$ cat src/rtl/l_class_oc_fifop_pkg.sv
// Shared sizing helpers and parameter legality checks for the guarded-method FIFO family.
package l_fifo_pkg;

  function automatic int ptr_width(input int depth);
    return $clog2(depth);
  endfunction

  // Occupancy needs one extra bit so that DEPTH itself is representable.
  function automatic int count_width(input int depth);
    return $clog2(depth) + 1;
  endfunction

  function automatic bit depth_ok(input int depth);
    return (depth >= 2) && ((depth & (depth - 1)) == 0);
  endfunction

  function automatic bit afull_ok(input int depth, input int afull_level);
    return (afull_level >= 1) && (afull_level <= depth);
  endfunction

endpackage

$ cat src/rtl/l_class_oc_fifop_if.sv
// Guarded-method bundle: enq/deq/first/clear plus occupancy status.
// Handshake: a method fires on a rising edge only when its __ENA and __RDY are both high;
// __ENA without __RDY has no effect. in_clear__ENA is always ready.
interface l_class_oc_fifop_if #(
  parameter int WIDTH = 32,
  parameter int CW    = 3
);
  logic             in_enq__ENA;
  logic [WIDTH-1:0] in_enq_v;
  logic             in_enq__RDY;
  logic             out_deq__ENA;
  logic             out_deq__RDY;
  logic [WIDTH-1:0] out_first;
  logic             out_first__RDY;
  logic             in_clear__ENA;
  logic [CW-1:0]    out_count;
  logic             out_afull;

  modport master (
    output in_enq__ENA, in_enq_v, out_deq__ENA, in_clear__ENA,
    input  in_enq__RDY, out_deq__RDY, out_first, out_first__RDY, out_count, out_afull
  );

  modport slave (
    input  in_enq__ENA, in_enq_v, out_deq__ENA, in_clear__ENA,
    output in_enq__RDY, out_deq__RDY, out_first, out_first__RDY, out_count, out_afull
  );
endinterface

$ cat src/rtl/l_class_oc_fifop_storage.sv
// DEPTH x WIDTH register array: one synchronous write port, one combinational read port.
module l_fifo_storage #(
  parameter int WIDTH = 32,
  parameter int DEPTH = 4,
  parameter int AW    = 2
) (
  input  logic             clk_i,
  input  logic             we_i,
  input  logic [AW-1:0]    waddr_i,
  input  logic [WIDTH-1:0] wdata_i,
  input  logic [AW-1:0]    raddr_i,
  output logic [WIDTH-1:0] rdata_o
);

  logic [WIDTH-1:0] mem_q [DEPTH];

  // Contents are deliberately not reset; validity is tracked by the owner's count.
  always_ff @(posedge clk_i) begin
    if (we_i) mem_q[waddr_i] <= wdata_i;
  end

  assign rdata_o = mem_q[raddr_i];

endmodule

$ cat src/rtl/l_class_oc_fifop.sv
// Circular-buffer FIFO behind guarded enq/deq/first methods, with count, almost-full,
// synchronous clear and an optional pipelined enq-while-full mode.
module l_class_oc_fifop
  import l_fifo_pkg::*;
#(
  parameter int WIDTH       = 32,
  parameter int DEPTH       = 4,
  parameter bit PIPELINED   = 1'b0,
  parameter int AFULL_LEVEL = DEPTH - 1
) (
  input  logic                CLK,
  input  logic                RST,
  l_class_oc_fifop_if.slave   bus
);

  localparam int PW = ptr_width(DEPTH);
  localparam int CW = count_width(DEPTH);
  localparam logic [CW-1:0] FULL_CNT  = CW'(DEPTH);
  localparam logic [CW-1:0] AFULL_CNT = CW'(AFULL_LEVEL);

  if (!depth_ok(DEPTH)) begin : g_bad_depth
    $error("l_class_oc_fifop: DEPTH must be a power of two >= 2");
  end
  if (!afull_ok(DEPTH, AFULL_LEVEL)) begin : g_bad_afull
    $error("l_class_oc_fifop: AFULL_LEVEL must lie in 1..DEPTH");
  end

  logic [PW-1:0] rd_ptr_q, rd_ptr_d;
  logic [PW-1:0] wr_ptr_q, wr_ptr_d;
  logic [CW-1:0] count_q, count_d;

  logic not_empty, not_full, enq_rdy, enq_fire, deq_fire, clear;
  logic [WIDTH-1:0] head_data;

  assign not_empty = (count_q != '0);
  assign not_full  = (count_q != FULL_CNT);

  // In pipelined mode a full FIFO can still accept when the consumer dequeues this
  // cycle; deq is always ready when full, so ENA alone is sufficient.
  assign enq_rdy  = not_full | (PIPELINED & bus.out_deq__ENA);
  assign enq_fire = bus.in_enq__ENA & enq_rdy;
  assign deq_fire = bus.out_deq__ENA & not_empty;
  assign clear    = bus.in_clear__ENA;

  always_comb begin
    rd_ptr_d = rd_ptr_q;
    wr_ptr_d = wr_ptr_q;
    count_d  = count_q;
    if (enq_fire) wr_ptr_d = wr_ptr_q + PW'(1);
    if (deq_fire) rd_ptr_d = rd_ptr_q + PW'(1);
    unique case ({enq_fire, deq_fire})
      2'b10:   count_d = count_q + CW'(1);
      2'b01:   count_d = count_q - CW'(1);
      default: count_d = count_q;
    endcase
    // Clear wins over any same-cycle method fire.
    if (clear) begin
      rd_ptr_d = '0;
      wr_ptr_d = '0;
      count_d  = '0;
    end
  end

  always_ff @(posedge CLK or posedge RST) begin
    if (RST) begin
      rd_ptr_q <= '0;
      wr_ptr_q <= '0;
      count_q  <= '0;
    end else begin
      rd_ptr_q <= rd_ptr_d;
      wr_ptr_q <= wr_ptr_d;
      count_q  <= count_d;
    end
  end

  l_fifo_storage #(
    .WIDTH (WIDTH),
    .DEPTH (DEPTH),
    .AW    (PW)
  ) u_storage (
    .clk_i   (CLK),
    .we_i    (enq_fire & ~clear),
    .waddr_i (wr_ptr_q),
    .wdata_i (bus.in_enq_v),
    .raddr_i (rd_ptr_q),
    .rdata_o (head_data)
  );

  assign bus.in_enq__RDY    = enq_rdy;
  assign bus.out_deq__RDY   = not_empty;
  assign bus.out_first__RDY = not_empty;
  assign bus.out_first      = head_data;
  assign bus.out_count      = count_q;
  assign bus.out_afull      = (count_q >= AFULL_CNT);

endmodule

$ cat src/flat_wrapper.sv
// flat-port wrapper written by rule: the top's interface ports become plain ports
module l_class_oc_fifop_flat import l_fifo_pkg::*;
#(
  parameter int WIDTH       = 32,
  parameter int DEPTH       = 4,
  parameter bit PIPELINED   = 1'b0,
  parameter int AFULL_LEVEL = DEPTH - 1
)
  (CLK, RST, bus_in_enq__ENA, bus_in_enq_v, bus_out_deq__ENA, bus_in_clear__ENA, bus_in_enq__RDY, bus_out_deq__RDY, bus_out_first, bus_out_first__RDY, bus_out_count, bus_out_afull);
  l_class_oc_fifop_if #(.WIDTH(WIDTH), .CW((3))) bus_i ();
  input  logic CLK;
  input  logic RST;
  input wire logic [$bits(bus_i.in_enq__ENA)-1:0] bus_in_enq__ENA;
  input wire logic [$bits(bus_i.in_enq_v)-1:0] bus_in_enq_v;
  input wire logic [$bits(bus_i.out_deq__ENA)-1:0] bus_out_deq__ENA;
  input wire logic [$bits(bus_i.in_clear__ENA)-1:0] bus_in_clear__ENA;
  output wire logic [$bits(bus_i.in_enq__RDY)-1:0] bus_in_enq__RDY;
  output wire logic [$bits(bus_i.out_deq__RDY)-1:0] bus_out_deq__RDY;
  output wire logic [$bits(bus_i.out_first)-1:0] bus_out_first;
  output wire logic [$bits(bus_i.out_first__RDY)-1:0] bus_out_first__RDY;
  output wire logic [$bits(bus_i.out_count)-1:0] bus_out_count;
  output wire logic [$bits(bus_i.out_afull)-1:0] bus_out_afull;
  assign bus_i.in_enq__ENA = bus_in_enq__ENA;
  assign bus_i.in_enq_v = bus_in_enq_v;
  assign bus_i.out_deq__ENA = bus_out_deq__ENA;
  assign bus_i.in_clear__ENA = bus_in_clear__ENA;
  assign bus_in_enq__RDY = bus_i.in_enq__RDY;
  assign bus_out_deq__RDY = bus_i.out_deq__RDY;
  assign bus_out_first = bus_i.out_first;
  assign bus_out_first__RDY = bus_i.out_first__RDY;
  assign bus_out_count = bus_i.out_count;
  assign bus_out_afull = bus_i.out_afull;
  l_class_oc_fifop #(.WIDTH(WIDTH), .DEPTH(DEPTH), .PIPELINED(PIPELINED), .AFULL_LEVEL(AFULL_LEVEL)) u_core (.CLK(CLK), .RST(RST), .bus(bus_i));
endmodule
$ cat config.mk
export PLATFORM = sky130hd
export DESIGN_NAME = l_class_oc_fifop_flat
export DESIGN_NICKNAME = d
export VERILOG_FILES = /design/src/rtl/l_class_oc_fifop_pkg.sv /design/src/rtl/l_class_oc_fifop_if.sv /design/src/rtl/l_class_oc_fifop_storage.sv /design/src/rtl/l_class_oc_fifop.sv /design/src/flat_wrapper.sv
export SDC_FILE = /design/constraint.sdc
export NUM_CORES = 1
export LEC_CHECK = 0
export BUFFER_PORTS_ARGS = -buffer_cell sky130_fd_sc_hd__buf_2
export CAP_MARGIN = 30
export CORE_ASPECT_RATIO = 0.75
export CORE_MARGIN = 2
export CORE_UTILIZATION = 31
export DETAILED_ROUTE_END_ITERATION = 16
export SYNTH_ARGS = -nofsm -noshare
export SYNTH_HDL_FRONTEND = slang
export SYNTH_SLANG_ARGS = --single-unit
export TNS_END_PERCENT = 50
$ cat constraint.sdc
create_clock -name CLK -period 5.7 [get_ports CLK]
set_input_delay 0 -clock CLK [delete_from_list [all_inputs] [get_ports CLK]]
set_output_delay 0 -clock CLK [all_outputs]
set_load 0.05 [all_outputs]
==> impl_metrics.tcl, run 1 <==
set metrics [dict create \
    hold_depth 4 \
    worstPathRequired_ns 5.72 \
    start_util_pct 31.4 \
    root_buffer "clkbuf_16" \
    path_clk_slew_ns 0.06 \
    diodes 0 \
    critPathKind "reg2reg" \
    syn_nets 278 \
    cts_setup_buffers 0 \
    holdPathEnd "u_core.rd_ptr_q[0]" \
    r2r_slack_ns 3.48 \
    drv_slew 0 \
    drt_iter0_drc 165 \
    cts_tree "done" \
    ctsResizeCount 0 \
    rows 41 \
    fin_skew_ns 0.00822 \
    layout-drive-gt1-share_pct 39.2 \
    async_flop_share_pct 5.19 \
    ir_drop_mv 0.257 \
    maxSlewHeadroom_pct 40.7 \
    ios 76 \
    grt-ovfl-total 0 \
    die_w_um 154 \
    ctsHoldBuffers 36 \
    clk_latency_ns 0.40 \
    worst_slew_pin_slew_ns 0.890 \
    grt_use_total_pct 11.2 \
    grt_max_degree 34 \
    drv_cap 0 \
    ant_nets 0 \
    synth-main-ff-cell "edfxtp_1" \
    grt_setup_unrepaired "false" \
    critPathMaxFanout 32 \
    seq_area_frac_synth_pct 76.5 \
    outcome "finished, final reports clean" \
    critPathLaunch "u_core.bus.out_count[2]" \
    worstReg2RegStart "u_core.bus.out_count[2]" \
    mostFrequentLayoutCell "edfxtp_1" \
    ys_types 35 \
    dr.pass1.iters 5 \
    power_density_nw_per_um2 400 \
    dpl.hpwl_mm 5.66 \
    cts_sinks 135 \
    place_congestion 0.704 \
    multiInputGateArea_um2 1080 \
    finalCritPeriodShare_pct 39.0 \
    cts_buffers 17 \
    die_h_um 117 \
    yosys_warnings 0 \
    min_from "bus_out_deq__ENA" \
    total_power_mw 2.71 \
    syn_area_um2 5260 \
    setup_viol 0 \
    arrival_ns 2.24 \
    reg2reg_to "u_core.u_storage.mem_q[2][4]" \
    grt_pass1_vias 2641 \
    max_freq_mhz 450 \
    reg2reg_depth 3 \
    finalHoldViolCount 0 \
    setup_tns_ns 0 \
    synth_edf_count 128 \
    routed_via_density 4.52 \
    avgRoutedWirePerCell_um 16.3 \
    vias 2624 \
    coreArea_um2 16700 \
    syn_inst 236 \
    io_buffer_count 75 \
    seq_area_um2 4020 \
    synthToLayoutAreaGrowth_pct 28.7 \
    avgSynthCellArea_um2 22.3 \
    drc 0 \
    hold_class "in2reg" \
    final_nets 394 \
    worstSetupEndpointType "flop" \
    grt_pass1_wl_mm 14.5 \
    period_minus_slack_ns 2.22 \
    dieArea_um2 18000 \
    fillers 1506 \
    synth-seq-cells 135 \
    layout_common_cells "128 x edfxtp_1, 75 x buf_2, 36 x dlygate4sd3_1" \
    cp-start-kind "flop" \
    cts_buffer_depth 2 \
    antenna_found_initial 0 \
    htree_levels 4 \
    p_leak_nw 2.35 \
    routed_wl_mm 9.47 \
]
[sequential cells by signal, indices dropped and copies added (netlist names)]
name,flops
u_core.u_storage.mem_q,128
u_core.bus.out_count,3
u_core.rd_ptr_q,2
u_core.wr_ptr_q,2
[critical path, stage by stage, from the launching register on]
cell and delay (ns):
dfrtp_1 0.50, nor3b_2 0.24, nor3_1 0.28, and2_2 0.80
[kinds of logic after synthesis]
family | Yosys count | share of synthesized area, %
flip-flops | 135 | 76.5
multiplexers | 33 | 14.2
buffers and inverters | 23 | 3.02
AND/OR/NAND/NOR | 21 | 2.33
AO/OA/AOI/OAI | 16 | 2.14
adder cells (fa/ha/maj) | 5 | 1.33
XOR/XNOR | 3 | 0.500
[through the flow]
stage	setup slack (ns)	hold WS [ns]	instance area [um2]	std cells	utilization, %
floorplan	3.24	-0.197	5260	236	-
global placement	3.52	-0.0496	5790	512	34.6
detailed placement	3.44	-0.0432	5790	512	34.6
CTS	3.38	0.0397	6760	580	40.4
global route	3.32	0.0793	6760	580	40.4
finish	3.48	0.0589	6760	580	40.4
[how the worst max path moves through the flow]
stage / slack [ns] / endpoint / depth (start not counted)
floorplan: 3.24 / u_core.u_storage.mem_q[0][0] / 4
global route: 3.32 / u_core.u_storage.mem_q[2][3] / 3
finish: 3.48 / u_core.u_storage.mem_q[2][4] / 3
detailed placement: 3.44 / u_core.u_storage.mem_q[2][29] / 3
CTS: 3.38 / bus_out_first[15] / 3
global placement: 3.52 / u_core.u_storage.mem_q[0][23] / 3
[Yosys cell counts (all sizes together), types with 3 or more instances]
library cell	count	area, um2
a21oi	4	20.0
and2	5	31.3
buf	13	121
dfrtp	7	175
edfxtp	128	3840
ha	4	50.1
inv	8	30.0
mux4	32	736
nand3	4	20.0
nor2	3	11.3
o21ai	3	15.0
[layer usage]
| metal | track usage [%] | share of wire [%] | up-vias |
|---|---|---|---|
| met4 | 4.81 | 0.61 | 0 |
| met3 | 3.53 | 6.8 | 6 |
| met1 | 14.1 | 42 | 1328 |
| met5 | 0 | 0 | - |
| met2 | 18.1 | 50 | 88 |
| li1 | - | - | 1202 |
[cell type report]
| type | count | share of cell area, % |
|---|---|---|
| Multi-Input combinational cell | 78 | 16.0 |
| Sequential cell | 135 | 59.5 |
| Clock buffer | 23 | 6.92 |
| Clock inverter | 9 | 2.18 |
| Inverter | 8 | 0.444 |
| Tap cell | 215 | 3.98 |
| Timing Repair Buffer | 112 | 11.0 |
[report_power, final]
part | internal (mW) | leakage (nW) | switching, mW
clock | 0.752 | 0.301 | 0.372
combinational | 0.144 | 0.792 | 0.293
sequential | 1.12 | 1.25 | 0.0227
total | 2.02 | 2.35 | 0.688
No activity file was read; power rests on OpenSTA's default activity.
==> run 2: changes to the inputs <==
--- a/config.mk
+++ b/config.mk
@@ -5,6 +5,7 @@
 export SDC_FILE = /design/constraint.sdc
 export NUM_CORES = 1
 export LEC_CHECK = 0
+export ABC_AREA = 1
 export BUFFER_PORTS_ARGS = -buffer_cell sky130_fd_sc_hd__buf_2
 export CAP_MARGIN = 30
 export CORE_ASPECT_RATIO = 0.75
==> constraint.sdc (replaced) <==
create_clock -name CLK -period 2.2 [get_ports CLK]
set_input_delay 0 -clock CLK [delete_from_list [all_inputs] [get_ports CLK]]
set_output_delay 0 -clock CLK [all_outputs]
set_load 0.05 [all_outputs]
==> run 2 against run 1 <==
- sequential share of layout area down 0.78 points
- register-to-register slack worse by 3.2 ns
- critical path type is now reg2out
- clock power up 120%
- final cell count up 24%
- area after synthesis down 0.29%
- critical path depth up 2
- largest power group unchanged
- sequential power rose to 2.7 times the previous value
- hold slack better by 0.033 ns
- utilization up 0.69 points
==> impl_metrics.tcl, run 2 <==
set metrics [dict create \
    largest_register_ffs 128 \
    fillers 1551 \
    hold_class "in2async" \
    mostFrequentLayoutCell "edfxtp_1" \
    async_flop_share_pct 5.19 \
    total_power_mw 8.39 \
    htree_levels 4 \
    p_sw_share_pct 38.2 \
    arrival_ns 2.02 \
    grt_pass1_vias 3448 \
    synth_edf_count 128 \
    ant_nets 0 \
    setup_tns_ns 0 \
    place_congestion 0.717 \
    routed_via_density 4.68 \
    grt_max_degree 66 \
    p_seq_share_pct 36.3 \
    avgSynthCellArea_um2 13.9 \
    finalCritPeriodShare_pct 92.0 \
    die_h_um 117 \
    design_area_um2 6860 \
    worstPathRequired_ns 2.20 \
    setup_viol 0 \
    net-switching-power_mw 3.20 \
    drv_slew 0 \
    grt-ovfl-total 0 \
    cp_slowest_cell "dfrtp_2" \
    dp.cells 657 \
    antenna_found_initial 0 \
    power_frac_comb_pct 35.0 \
    finalHoldViolCount 0 \
    worst_slew_pin_slew_ns 0.612 \
    die_w_um 154 \
    stdcell_count 721 \
    largest-register "u_core.u_storage.mem_q" \
    grt_use_total_pct 13.4 \
    cts_buffer_depth 2 \
    ys_top_cells_by_area "edfxtp_1 73%, o21ai_0 6.1%, nor2_1 4.9%" \
    critPathMaxStageDelay_ns 0.42 \
    power_frac_clock_pct 28.7 \
    layout-drive-gt1-share_pct 25.3 \
    clk_latency_ns 0.40 \
    cts_buffers 17 \
    period_minus_slack_ns 2.02 \
    power_density_nw_per_um2 1220 \
    synth_area_leader_cell "edfxtp_1" \
    routed_wl_mm 11.7 \
    worstSetupEndpointType "output port" \
    io_buffer_count 75 \
    maxSlewHeadroom_pct 59.1 \
    ir_drop_mv 0.708 \
    yosys_warnings 0 \
    start_util_pct 31.4 \
    drc 0 \
    coreArea_um2 16700 \
    dr.pass1.iters 4 \
    diodes 0 \
    rows 41 \
    drt_iter0_drc 204 \
    cp_cell_sequence "inv_2 > buf_4 > nor2_1 > o22ai_1 > buf_2" \
    syn_nets 418 \
    ys_types 26 \
    root_buffer "clkbuf_16" \
    critPathMaxFanout 19 \
    drv_cap 0 \
    cts_tree "done" \
    grt_setup_unrepaired "false" \
    seq_area_frac_synth_pct 76.7 \
    synthToLayoutAreaGrowth_pct 30.8 \
    outcome "finished, final reports clean" \
    dieArea_um2 18000 \
    avgRoutedWirePerCell_um 16.3 \
    max_freq_mhz 494 \
    grt_pass1_wl_mm 18.2 \
    syn_area_um2 5240 \
    synth_top_cell_area_share_pct 73.3 \
    cts_sinks 135 \
    syn_inst 376 \
    cp-start-kind "flop" \
    p_leak_nw 2.50 \
    yosys-top-cells-count "128 x edfxtp_1, 68 x nor2_1, 64 x o21ai_0" \
    ios 76 \
    final_nets 539 \
    path_clk_slew_ns 0.06 \
    yosysMostFrequentCell "edfxtp_1" \
    place_area_um2 5990 \
    fin_skew_ns 0.0129 \
    synth-seq-cells 135 \
    layout_common_cells "128 x edfxtp_1, 75 x buf_2, 64 x o21ai_0, 64 x nor2_1, 36 x dlygate4sd3_1" \
    vias 3373 \
    synth-main-ff-cell "edfxtp_1" \
    dpl.hpwl_mm 7.24 \
    power.internal_mw 5.19 \
    critPathKind "reg2out" \
]
==> run 2: cell types whose count changed after synthesis, sizes merged, moves of 5 or more <==
cell,previous run,this run
nor2,3,70
o21ai,3,67
mux4,32,0
o22ai,1,32
nand2,1,21
clkbuf,2,10
inv,8,14
and2,5,0
==> run 2: worst paths after layout <==
check | start | endpoint | slack [ns] | depth (start not counted)
worst min register to register | u_core.bus.out_count[2] | u_core.bus.out_count[2] | 0.58 | 2
min in group CLK | bus_in_enq_v[8] | u_core.u_storage.mem_q[1][8] | 0.35 | 2
max in group asynchronous | RST | u_core.rd_ptr_q[0] | 1.86 | 3
worst max-delay path | u_core.rd_ptr_q[0] | bus_out_first[6] | 0.18 | 5
worst min-delay path | RST | u_core.bus.out_count[0] | 0.09 | 3
worst max register to register | u_core.bus.out_count[2] | u_core.u_storage.mem_q[2][26] | 0.23 | 6
==> run 2: power by group through the flow <==
stage                     Sequential (mW)  Clock [mW]  Combinational, mW
after floorplan                      3.18           0               2.09
after global placement               3.09           0               2.85
after detailed placement             3.10           0               2.91
after CTS                            3.05        2.45               2.97
after global routing                 3.06        2.57               3.14
final                                3.05        2.41               2.94
==> run 2: critical path, delay by kind of cell, from the launching register on <==
| family | cells | cell delay (ns) |
|---|---|---|
| flip-flops | 1 | 0.42 |
| AND/OR/NAND/NOR | 1 | 0.06 |
| AO/OA/AOI/OAI | 1 | 0.23 |
| buffers and inverters | 3 | 0.90 |
==> run 2: routing by layer <==
metal	GRT usage [%]	vias up	wire [um]
met5	0	-	0
met4	4.11	0	123
met3	3.67	8	561
met2	22.4	83	5570
met1	17.3	1664	5490
li1	-	1618	-
==> run 2: cell families (layout without fill, tap and decap cells) <==
family,count (synthesis),in the layout,synth area share [%]
flops,135,135,76.7
xor+xnor,1,1,0.167
compound gates,102,102,10.6
simple gates,97,97,8.00
buf+inv,36,166,3.25
fa+ha+maj,5,5,1.34
==> run 2: final cells by class <==
class                   count  area [um2]  area share (%)
clock inverters             8        61.3           0.894
inverters                  15        58.8           0.858
flip-flops and latches    135        4020            58.7
repair buffers            123         920            13.4
clock buffers              20         437            6.37
multi-input cells         205        1090            15.9
well taps                 215         269            3.92
==> run 2: repair_timing <==
action	4_1_cts	5_1_grt
hold buffers	36	0
buffers inserted	0	0
endpoints found under the setup margin	0	8
hold endpoints to repair	141	0
gates resized for setup	0	1
==> run 2: through the flow <==
stage | setup WS (ns) | hold slack [ns] | utilization (%)
6_report | 0.176 | 0.0915 | 41.1
5_1_grt | 0.0296 | 0.126 | 41.1
4_1_cts | 0.0716 | 0.0912 | 41.1
3_5_place_dp | 0.218 | -0.0341 | 36.0
3_3_place_gp | 0.0342 | -0.0381 | 35.4
2_1_floorplan | 0.0138 | -0.197 | -
==> run 3: changes to the inputs <==
--- a/config.mk
+++ b/config.mk
@@ -5,7 +5,6 @@
 export SDC_FILE = /design/constraint.sdc
 export NUM_CORES = 1
 export LEC_CHECK = 0
-export ABC_AREA = 1
 export BUFFER_PORTS_ARGS = -buffer_cell sky130_fd_sc_hd__buf_2
 export CAP_MARGIN = 30
 export CORE_ASPECT_RATIO = 0.75
==> run 3 against run 2 <==
- die area up 0.28%
- final area up 0.22%
- sequential share of layout area down 0.16 points
- flip-flop and latch count unchanged
- non-clock buffer count down 2
- clock-buffer cell count down 1
- largest cell class unchanged
- highest routed layer unchanged
==> impl_metrics.tcl, run 3 (same netlist as run 1, synthesis figures left out) <==
set metrics [dict create \
    ir_drop_mv 0.518 \
    critPathMaxFanout 13 \
    drv_slew 0 \
    worstSetupEndpointType "flop" \
    finalHoldViolCount 0 \
    antenna_found_initial 0 \
    cts_buffers 17 \
    grt_use_total_pct 12.5 \
    p_leak_nw 2.39 \
    hold_ws_ns 0.0345 \
    ios 76 \
    utilization_pct 41.1 \
    period_minus_slack_ns 1.98 \
    final_nets 403 \
    fin_skew_ns 0.00563 \
    seq_area_um2 4020 \
    clk_latency_ns 0.41 \
    total_power_mw 6.95 \
    dieArea_um2 18000 \
    drc 0 \
    finalCritPeriodShare_pct 90.0 \
    maxSlewHeadroom_pct 72.2 \
    drv_cap 0 \
    path_buf_inv 0 \
    synthToLayoutAreaGrowth_pct 30.7 \
    largest_register_ffs 128 \
    vias 2681 \
    arrival_ns 2.29 \
    max_freq_mhz 505 \
    diodes 0 \
    dr.pass1.iters 4 \
    setup_tns_ns 0 \
    die_h_um 117 \
    cp_cell_sequence "o31ai_2 > a21oi_1 > fa_1 > o2111ai_1 > a211oi_1" \
    cp_slowest_cell "dfrtp_1" \
    grt_pass1_vias 2816 \
    worst_slew_pin_slew_ns 0.417 \
    layout_common_cells "128 x edfxtp_1, 75 x buf_2, 35 x dlygate4sd3_1" \
    grt-ovfl-total 0 \
    rows 41 \
    hold_class "in2reg" \
    die_w_um 154 \
    fillers 1486 \
    ctsResizeCount 0 \
    coreArea_um2 16700 \
    io_buffer_count 75 \
    path_clk_slew_ns 0.06 \
    cts_sinks 135 \
    outcome "finished, final reports clean" \
    crit_family "compound AO/OA/AOI/OAI gates" \
    largest-register "u_core.u_storage.mem_q" \
    critPathKind "reg2reg" \
    routed_wl_mm 10.5 \
    critPathMaxStageDelay_ns 0.53 \
    grt_pass1_wl_mm 16.2 \
    grt_max_degree 23 \
    routed_via_density 4.56 \
    layout-drive-gt1-share_pct 40.8 \
    grt_setup_unrepaired "false" \
    ant_nets 0 \
    place_congestion 0.765 \
    drt_iter0_drc 156 \
    cts_tree "done" \
    htree_levels 4 \
    cts_buffer_depth 2 \
    worstPathRequired_ns 2.51 \
    start_util_pct 31.4 \
    setup_viol 0 \
    root_buffer "clkbuf_16" \
    mostFrequentLayoutCell "edfxtp_1" \
    dpl.hpwl_mm 6.50 \
    cp-start-kind "flop" \
    avgRoutedWirePerCell_um 17.9 \
    power_density_nw_per_um2 1010 \
    multiInputGateArea_um2 1080 \
]
==> run 3: final cells by class <==
type,count,share of cell area (%)
clock buffer,19,6.30
timing repair buffer,121,12.9
inverter,8,0.437
tap,215,3.91
sequential,135,58.5
multi-input combinational,78,15.8
clock inverter,12,2.20
==> run 3: stage by stage <==
stage / instances / cell area, um2 / setup WS (ns)
after floorplan: 236 / 5260 / -0.262
after CTS: 588 / 6870 / 0.218
final: 588 / 6870 / 0.221
after detailed placement: 522 / 5940 / 0.243
after global placement: 522 / 5940 / 0.329
after global routing: 588 / 6870 / 0.0669
==> run 3: worst paths after layout <==
| path | from | end | slack, ns | cells past startpoint |
|---|---|---|---|---|
| setup / recovery | u_core.bus.out_count[0] | u_core.bus.out_count[1] | 0.22 | 5 |
| hold / removal | bus_out_deq__ENA | u_core.rd_ptr_q[0] | 0.03 | 4 |
| setup reg to reg | u_core.bus.out_count[0] | u_core.bus.out_count[1] | 0.22 | 5 |
| hold reg to reg | u_core.wr_ptr_q[1] | u_core.wr_ptr_q[1] | 0.61 | 2 |
| max in group asynchronous | RST | u_core.rd_ptr_q[0] | 1.85 | 3 |
| min in group asynchronous | RST | u_core.rd_ptr_q[1] | 0.09 | 3 |
==> run 3: timing repair <==
action,4_1_cts,5_1_grt
hold buffers,35,0
endpoints found under the hold margin,142,0
setup buffers,0,0
==> run 3: per-layer routing <==
metal,routed length (um),global-route usage (%),vias up
li1,-,-,1216
met1,4750,15.3,1391
met3,656,5.34,12
met5,0,0,-
met4,128,4.63,0
met2,5000,20.0,62
==> run 3: worst reg2reg max path, cell delays in order (launching register included) <==
cell	delay, ns
dfrtp_1	0.53
o31ai_2	0.36
a21oi_1	0.09
fa_1	0.52
o2111ai_1	0.12
a211oi_1	0.27
==> run 3: power by group <==
part / total [mW] / internal [mW] / leakage, nW / switching [mW]
logic: 1.19 / 0.405 / 0.858 / 0.788
registers: 2.96 / 2.91 / 1.25 / 0.0544
clock network: 2.79 / 1.77 / 0.275 / 1.02
